### src/rtl/nx_fifo_rd_unpacker_pkg.sv
// Shared types and sizing helpers for the nx_fifo read-side unpacker.
package nx_fifo_rd_unpacker_pkg;

    typedef enum logic {UNPK_IDLE, UNPK_SEND} unpk_state_e;

    function automatic int ceil_div(input int a, input int b);
        return (a + b - 1) / b;
    endfunction

    // A single-beat configuration still needs a one-bit counter.
    function automatic int cnt_width(input int ratio);
        return (ratio > 1) ? $clog2(ratio) : 1;
    endfunction

endpackage

### src/rtl/nx_sat_cnt32.sv
// 32-bit event counter that sticks at all-ones and can be zeroed synchronously.
module nx_sat_cnt32 (
    input  logic        clk,
    input  logic        rst,
    input  logic        clear,
    input  logic        inc,
    output logic [31:0] count
);

    logic [31:0] count_q;
    logic [31:0] count_d;

    always_comb begin
        count_d = count_q;
        if (clear) begin
            count_d = '0;
        end else if (inc && (count_q != 32'hFFFF_FFFF)) begin
            count_d = count_q + 32'd1;
        end
    end

    always_ff @(posedge clk or posedge rst) begin
        if (rst) begin
            count_q <= '0;
        end else begin
            count_q <= count_d;
        end
    end

    assign count = count_q;

endmodule

### src/rtl/nx_fifo_rd_unpacker.sv
// Pops wide nx_fifo entries and streams them out as OUT_W-bit beats, back-to-back.
// Optional perf counters are built when NX_FIFO_RD_UNPACKER_PERF_EN is defined.
module nx_fifo_rd_unpacker
    import nx_fifo_rd_unpacker_pkg::*;
#(
    parameter  int IN_W  = 263,
    parameter  int OUT_W = 64,
    localparam int RATIO = ceil_div(IN_W, OUT_W),
    localparam int CNT_W = cnt_width(RATIO)
) (
    input  logic             clk,
    input  logic             rst,
    input  logic             clear,
    input  logic             fifo_empty,
    input  logic [IN_W-1:0]  fifo_rdata,
    output logic             fifo_ren,
    output logic             out_valid,
    input  logic             out_ready,
    output logic [OUT_W-1:0] out_data,
    output logic             out_last,
`ifdef NX_FIFO_RD_UNPACKER_PERF_EN
    output logic [31:0]      perf_entries,
    output logic [31:0]      perf_stalls,
`endif
    output logic [CNT_W-1:0] out_idx
);

    localparam int               PAD_W    = RATIO * OUT_W;
    localparam logic [CNT_W-1:0] LAST_IDX = CNT_W'(RATIO - 1);

    unpk_state_e      state_q, state_d;
    logic [CNT_W-1:0] cnt_q, cnt_d;
    logic [IN_W-1:0]  entry_q, entry_d;
    logic             ren_c;
    logic [PAD_W-1:0] padded;
    logic [OUT_W-1:0] beats [RATIO];

    // Zero-extend so the final beat carries padding above IN_W.
    assign padded = PAD_W'(entry_q);

    for (genvar i = 0; i < RATIO; i++) begin : g_beat
        assign beats[i] = padded[i*OUT_W +: OUT_W];
    end

    always_comb begin
        state_d = state_q;
        cnt_d   = cnt_q;
        entry_d = entry_q;
        ren_c   = 1'b0;
        if (clear) begin
            state_d = UNPK_IDLE;
            cnt_d   = '0;
        end else begin
            case (state_q)
                UNPK_IDLE: begin
                    if (!fifo_empty) begin
                        ren_c   = 1'b1;
                        entry_d = fifo_rdata;
                        cnt_d   = '0;
                        state_d = UNPK_SEND;
                    end
                end
                UNPK_SEND: begin
                    if (out_ready) begin
                        if (cnt_q == LAST_IDX) begin
                            cnt_d = '0;
                            // Reload on the last beat so consecutive entries leave without a bubble.
                            if (!fifo_empty) begin
                                ren_c   = 1'b1;
                                entry_d = fifo_rdata;
                            end else begin
                                state_d = UNPK_IDLE;
                            end
                        end else begin
                            cnt_d = cnt_q + CNT_W'(1);
                        end
                    end
                end
                default: begin
                    state_d = UNPK_IDLE;
                    cnt_d   = '0;
                end
            endcase
        end
    end

    always_ff @(posedge clk or posedge rst) begin
        if (rst) begin
            state_q <= UNPK_IDLE;
            cnt_q   <= '0;
            entry_q <= '0;
        end else begin
            state_q <= state_d;
            cnt_q   <= cnt_d;
            entry_q <= entry_d;
        end
    end

    // The pop strobe is combinational, so it must be masked while reset is held.
    assign fifo_ren  = ren_c && !rst;
    assign out_valid = (state_q == UNPK_SEND);
    assign out_last  = out_valid && (cnt_q == LAST_IDX);
    assign out_idx   = cnt_q;
    assign out_data  = out_valid ? beats[cnt_q] : '0;

`ifdef NX_FIFO_RD_UNPACKER_PERF_EN
    nx_sat_cnt32 u_perf_entries (
        .clk   (clk),
        .rst   (rst),
        .clear (clear),
        .inc   (fifo_ren),
        .count (perf_entries)
    );

    nx_sat_cnt32 u_perf_stalls (
        .clk   (clk),
        .rst   (rst),
        .clear (clear),
        .inc   (out_valid && !out_ready),
        .count (perf_stalls)
    );
`else
    // Counters are not built; the datapath above is unchanged.
`endif

endmodule
### config.mk
export PLATFORM = sky130hd
export DESIGN_NAME = nx_fifo_rd_unpacker
export DESIGN_NICKNAME = d
export VERILOG_FILES = /design/src/rtl/nx_fifo_rd_unpacker_pkg.sv /design/src/rtl/nx_sat_cnt32.sv /design/src/rtl/nx_fifo_rd_unpacker.sv
export SDC_FILE = /design/constraint.sdc
export NUM_CORES = 1
export LEC_CHECK = 0
export BUFFER_PORTS_ARGS = -buffer_cell sky130_fd_sc_hd__buf_2
export CORE_ASPECT_RATIO = 0.9
export CORE_MARGIN = 4
export CORE_UTILIZATION = 48
export DETAILED_ROUTE_END_ITERATION = 8
export PLACE_DENSITY_LB_ADDON = 0.3
export SYNTH_ARGS = -nofsm -noshare
export SYNTH_HDL_FRONTEND = slang
export SYNTH_SLANG_ARGS = --single-unit
### constraint.sdc
create_clock -name clk -period 7.6 [get_ports clk]
set_input_delay 0.76 -clock clk [delete_from_list [all_inputs] [get_ports clk]]
set_output_delay 0.76 -clock clk [all_outputs]
set_load 0.005 [all_outputs]
After elaboration in Yosys (flattened, before gate mapping)
Index checks and enable logic that the tools add are counted.
{"block": "classes", "n_addsub": 1, "n_mux": 22, "eq_ne": 5, "n_bitwise": 3, "reduce_logical": 5, "magnitude_cmp": 1}
{"cell": "$mux 263", "n": 3}
{"cell": "$pmux 263 s2", "n": 1}
{"cell": "$bmux 64 s3", "n": 1}
{"cell": "$mux 64", "n": 3}
{"cell": "$mux 3", "n": 4}
{"cell": "$mux 1", "n": 7}
{"cell": "$ne 3x3->1 const B", "n": 2}
{"cell": "$pmux 3 s2", "n": 1}
{"cell": "$ge 4x4->1 const B", "n": 1}
{"cell": "$not 3->4", "n": 1}
{"cell": "$pmux 1 s2", "n": 2}
{"cell": "$add 3x1->3 const B", "n": 1}
{"cell": "$eq 3x3->1 const B", "n": 1}
{"cell": "$reduce_and 3->1", "n": 1}
{"cell": "$logic_and 1x1->1", "n": 2}
{"cell": "$ne 2x1->1 const B", "n": 1}
{"cell": "$ne 2x2->1 const B", "n": 1}
{"cell": "$not 1->1", "n": 2}
{"cell": "$reduce_and 2->1", "n": 1}
{"cell": "$logic_not 1->1", "n": 1}
{"block": "totals", "word_cells": 40, "register_bits": 267, "out_inout_bits": 70, "input_bits": 268}

Longest topological paths before layout
{"block": "depth", "word_depth": 6, "depth_mapped": 8, "ltp_nobuf": 5}

Least setup slack after synthesis
No wires, ideal clock.
{"block": "synth_timing", "path_kind": "input port to output port", "start": "input rst", "end": "output fifo_ren", "slack_ns": -0.001, "arrival_ns": 6.841, "cell_stages": 2, "required_time_ns": 6.840, "n_path_buf": 0, "cell_sequence": "inv_1 > and2_1"}
{"block": "synth_between", "elab_chain_cells": 2}
{"item": "start: declaration", "line": "nx_fifo_rd_unpacker.sv:12", "source": "input logic rst,"}
{"item": "$logic_not 1->1", "line": "nx_fifo_rd_unpacker.sv:100", "source": "assign fifo_ren = ren_c && !rst;"}
{"item": "$logic_and 1x1->1", "line": "nx_fifo_rd_unpacker.sv:100"}
{"item": "end: declaration", "line": "nx_fifo_rd_unpacker.sv:16", "source": "output logic fifo_ren,"}
Every way passes these cells.

Worst setup path in the final report
{"block": "layout_timing", "start": "register cnt_q[0] (netlist: out_idx[0])", "end": "output fifo_ren"}
{"block": "layout_between", "elab_chain_cells": 6}
{"item": "start: declaration", "line": "nx_fifo_rd_unpacker.sv:32", "source": "logic [CNT_W-1:0] cnt_q, cnt_d;"}
{"item": "start signal: assignment", "line": "nx_fifo_rd_unpacker.sv:94", "source": "cnt_q <= cnt_d;"}
{"item": "$eq 3x3->1", "line": "nx_fifo_rd_unpacker.sv:65", "source": "if (cnt_q == LAST_IDX) begin"}
{"item": "$mux 1", "line": "nx_fifo_rd_unpacker.sv:65"}
{"item": "$mux 1", "line": "nx_fifo_rd_unpacker.sv:64", "source": "if (out_ready) begin"}
{"item": "$pmux 1 s2", "line": "nx_fifo_rd_unpacker.sv:54", "source": "case (state_q)"}
{"item": "$mux 1", "line": "nx_fifo_rd_unpacker.sv:50", "source": "if (clear) begin"}
{"item": "$logic_and 1x1->1", "line": "nx_fifo_rd_unpacker.sv:100"}
Every way passes these cells.

==> flow_summary.toml <==
[power]
totalPowerFinal_mw = 3.92
power.density_cell_area_mw_per_mm2 = 252
power.clock.fraction_pct = 33.8
seqPwrFrac_pct = 47.1
static-leakage-power_nw = 7.30
power.share.combinational_pct = 19.1
net-switching-power_mw = 0.915
ir_drop_mv = 0.158
swShare_pct = 23.4
p_int_mw = 3.00

[setup_path]
critical_path.n_buffers_inverters = 3
timing_worst_setup_path_type = "flip-flop to output pin"
critical_path_start_type = "flip-flop"
critical_path.slowest_cell = "sky130_fd_sc_hd__dfrtp_4"
worst_path_dominant_cell_family = "buffers and inverters"
worstPathArrival_ns = 3.35
required_worst_endpoint_ns = 6.84
worstPathCellList = "inv_1, ha_1, nand3_2, a211oi_4, buf_12, and2_1, buf_2"
worst-path-max-fanout = 135
critical-path-max-stage-delay_ns = 0.72
timing.critical_path.to_type = "output pin"

[yosys]
yosys_register_bits = 267
synth_top_area_cell = "sky130_fd_sc_hd__dfrtp_1"
asyncSetResetFlopFracSynth_pct = 100
seq_area_frac_synth_pct = 51.2
netlist_top_cells_area = "sky130_fd_sc_hd__dfrtp_1 51%, sky130_fd_sc_hd__mux2_4 23%, sky130_fd_sc_hd__mux4_2 11%, sky130_fd_sc_hd__mux2_2 5.4%, sky130_fd_sc_hd__buf_12 3.1%"
synth_top_flop_cell = "sky130_fd_sc_hd__dfrtp_1"
synthDominantCellAreaShare_pct = 51.2
syn_area_mm2 = 0.0130
yosys-top-cells-count = "267 x sky130_fd_sc_hd__dfrtp_1, 200 x sky130_fd_sc_hd__mux2_4, 64 x sky130_fd_sc_hd__mux4_2"
synth-warning-count = 0
postSynthAreaPerCell_um2 = 17.7
synth.distinct_cells = 25
synth_fp_nets = 1006
yosysMostFrequentCell = "sky130_fd_sc_hd__dfrtp_1"
synth_enable_flop_cells = 0
synth_cells = 736

[sta]
final_cycle_utilization_of_the_critical_path_pct = 54.1
finalSetupViolations = 0
timing_worst_slew_pin_value_ns = 1.01
layout_setup_ws_ns = 3.49
report.final.slew_viol_count = 0
finalClockSkew_ns = 0.00662
layout_min_cycle_time_ns = 4.11
timing.fmax_mhz = 243
max_slew_margin_pct = 32.4
hold_ws_ns = 0.454
setup-tns-final_ns = 0
final-hold-violation-count = 0
setup_repair_after_global_routing_missed_its_margin = "no"

[outcome]
run_status = "completed"

[clock_network]
clk_pin_slew_worst_paths_ns = 0.06
cts_resized = 0
postCtsSetupBuffers = 0
numClockSinks = 267
clock_tree.htree_level_count = 1
worst_skew_pair.late_latency_ns = 0.53
cts_buffer_depth = 3
cts_root_buffer = "sky130_fd_sc_hd__clkbuf_16"
cts_tree = "built"
cts_buffers = 29
cts-hold-fix-buffers = 0

[placement]
io_buffers = 337
placed_instance_area_mm2 = 0.0147
placedCellCount = 1378
gp_congestion = 0.757
preCtsSetupSlack_ns = 4.02
post_dp_hpwl_mm = 19.5

[global_route]
largest_net_degree_at_the_start_of_global_routing = 136
gr-usage-all-layers_pct = 19.2
antenna_violations_before_repair = 7
grt_pass1_wl_mm = 45.5
global_route.overflow_total = 0
via_count_of_the_first_global_routing_pass = 8183

[layout]
final.fill_count = 2124
final_nets = 1331
synth_to_layout_area_growth_pct = 19.4
finish.cell_count_without_fillers = 1434
final_core_utilization_pct = 58.9
final_cell_area_mm2 = 0.0156
post_route_cells_drive_above_1_share_pct = 66.9

[detailed_routing]
drt_wl_total_mm = 29.1
avgRoutedWirePerCell_um = 20.3
drt_iter0_drc = 294
route.vias.total = 7332
first_pass_iteration_count_of_the_detailed_router = 4
drt.antenna.violating_nets = 0
viasPerCell = 5.11
route.detailed.drc = 0

[die]
io-pin-count = 338
core-area_mm2 = 0.0264
initial_core_utilization_pct = 49.4
dieArea_mm2 = 0.0299
die_width_um = 182
dieHeight_um = 164
core.rowCount = 56

[job]
cap_viol_max_count = 0

[worst_hold_path]
min_path_type = "input pin to flip-flop"
==> power by group through the flow <==
| stage | registers, mW | logic, mW | clock network [mW] |
|---|---|---|---|
| after floorplan | 1.81 | 0.609 | 0 |
| after CTS | 1.85 | 0.760 | 1.36 |
| after global routing | 1.88 | 0.809 | 1.43 |
| after detailed placement | 1.86 | 0.756 | 0 |
| after global placement | 1.86 | 0.738 | 0 |
| final | 1.84 | 0.749 | 1.32 |
==> layer usage <==
metal | track usage, % | routed length [um] | vias to the layer above
met5 | 0 | 14 | -
met4 | 5.39 | 620 | 4
met3 | 3.76 | 1630 | 41
met2 | 32.4 | 14700 | 203
met1 | 25.6 | 12100 | 3731
li1 | - | - | 3353
==> cell families (layout without fill, tap and decap cells) <==
kind of cell / after synthesis / after routing / synth area share (%)
fa+ha+maj: 2 / 2 / 0.192
compound gates: 16 / 16 / 0.960
flops: 267 / 267 / 51.2
simple gates: 69 / 69 / 3.35
buf+inv: 55 / 399 / 4.74
other cells: 0 / 6 / 0
mux: 327 / 327 / 39.5
==> final timing paths <==
kind	startpoint	endpoint	slack, ns	cells past startpoint
min in group asynchronous	rst	entry_q[228]	0.48	3
max in group asynchronous	rst	entry_q[129]	5.53	4
worst max-delay path	out_idx[0]	fifo_ren	3.49	7
worst max register to register	out_idx[0]	entry_q[143]	4.54	6
worst min register to register	entry_q[101]	entry_q[101]	0.50	1
worst min-delay path	fifo_rdata[162]	entry_q[162]	0.45	2
==> layout by cell type (no fill, tap or decap) <==
master                       count
sky130_fd_sc_hd__nor2b_1         1
sky130_fd_sc_hd__clkbuf_8        5
sky130_fd_sc_hd__and4_2          1
sky130_fd_sc_hd__diode_2         6
sky130_fd_sc_hd__nand3_1         2
sky130_fd_sc_hd__a21oi_1         4
sky130_fd_sc_hd__mux4_2         64
sky130_fd_sc_hd__clkinvlp_4      2
sky130_fd_sc_hd__mux2_2         63
sky130_fd_sc_hd__a211oi_4        1
sky130_fd_sc_hd__nand4_1         1
sky130_fd_sc_hd__nand3_2         1
sky130_fd_sc_hd__dfrtp_1       265
sky130_fd_sc_hd__inv_1           2
sky130_fd_sc_hd__and2b_2         1
sky130_fd_sc_hd__and3_2          1
sky130_fd_sc_hd__clkinv_2        6
sky130_fd_sc_hd__clkbuf_1        8
sky130_fd_sc_hd__dfrtp_4         2
sky130_fd_sc_hd__buf_2         337
sky130_fd_sc_hd__ha_1            2
sky130_fd_sc_hd__clkbuf_16      29
sky130_fd_sc_hd__a32oi_1         1
sky130_fd_sc_hd__and2_1         58
sky130_fd_sc_hd__and2b_1         1
sky130_fd_sc_hd__a22o_1          7
sky130_fd_sc_hd__mux2_4        200
sky130_fd_sc_hd__buf_12          2
sky130_fd_sc_hd__bufinv_16       1
sky130_fd_sc_hd__buf_4           7
sky130_fd_sc_hd__nand2_1         2
sky130_fd_sc_hd__o21ai_0         3
==> worst reg2reg max path: cells and delay by family, from the launching register on <==
kind / cells / cell delay (ns)
compound gates: 1 / 0.40
fa+ha+maj: 1 / 0.24
buf+inv: 2 / 0.82
flops: 1 / 0.72
mux: 1 / 0.65
simple gates: 1 / 0.12
==> cell type report <==
class / count / area, um2 / area share (%)
sequential: 267 / 6690 / 43.0
multi-input combinational: 414 / 5740 / 36.9
timing repair buffer: 346 / 1780 / 11.4
clock buffer: 42 / 825 / 5.30
tap: 348 / 435 / 2.80
clock inverter: 8 / 67.6 / 0.434
inverter: 3 / 15.0 / 0.0965
antenna: 6 / 15.0 / 0.0965
==> sequential cells by signal, indices dropped and copies added (netlist names) <==
register,flops
entry_q,263
out_idx,3
out_valid,1
(Power assumes the default switching activity.)
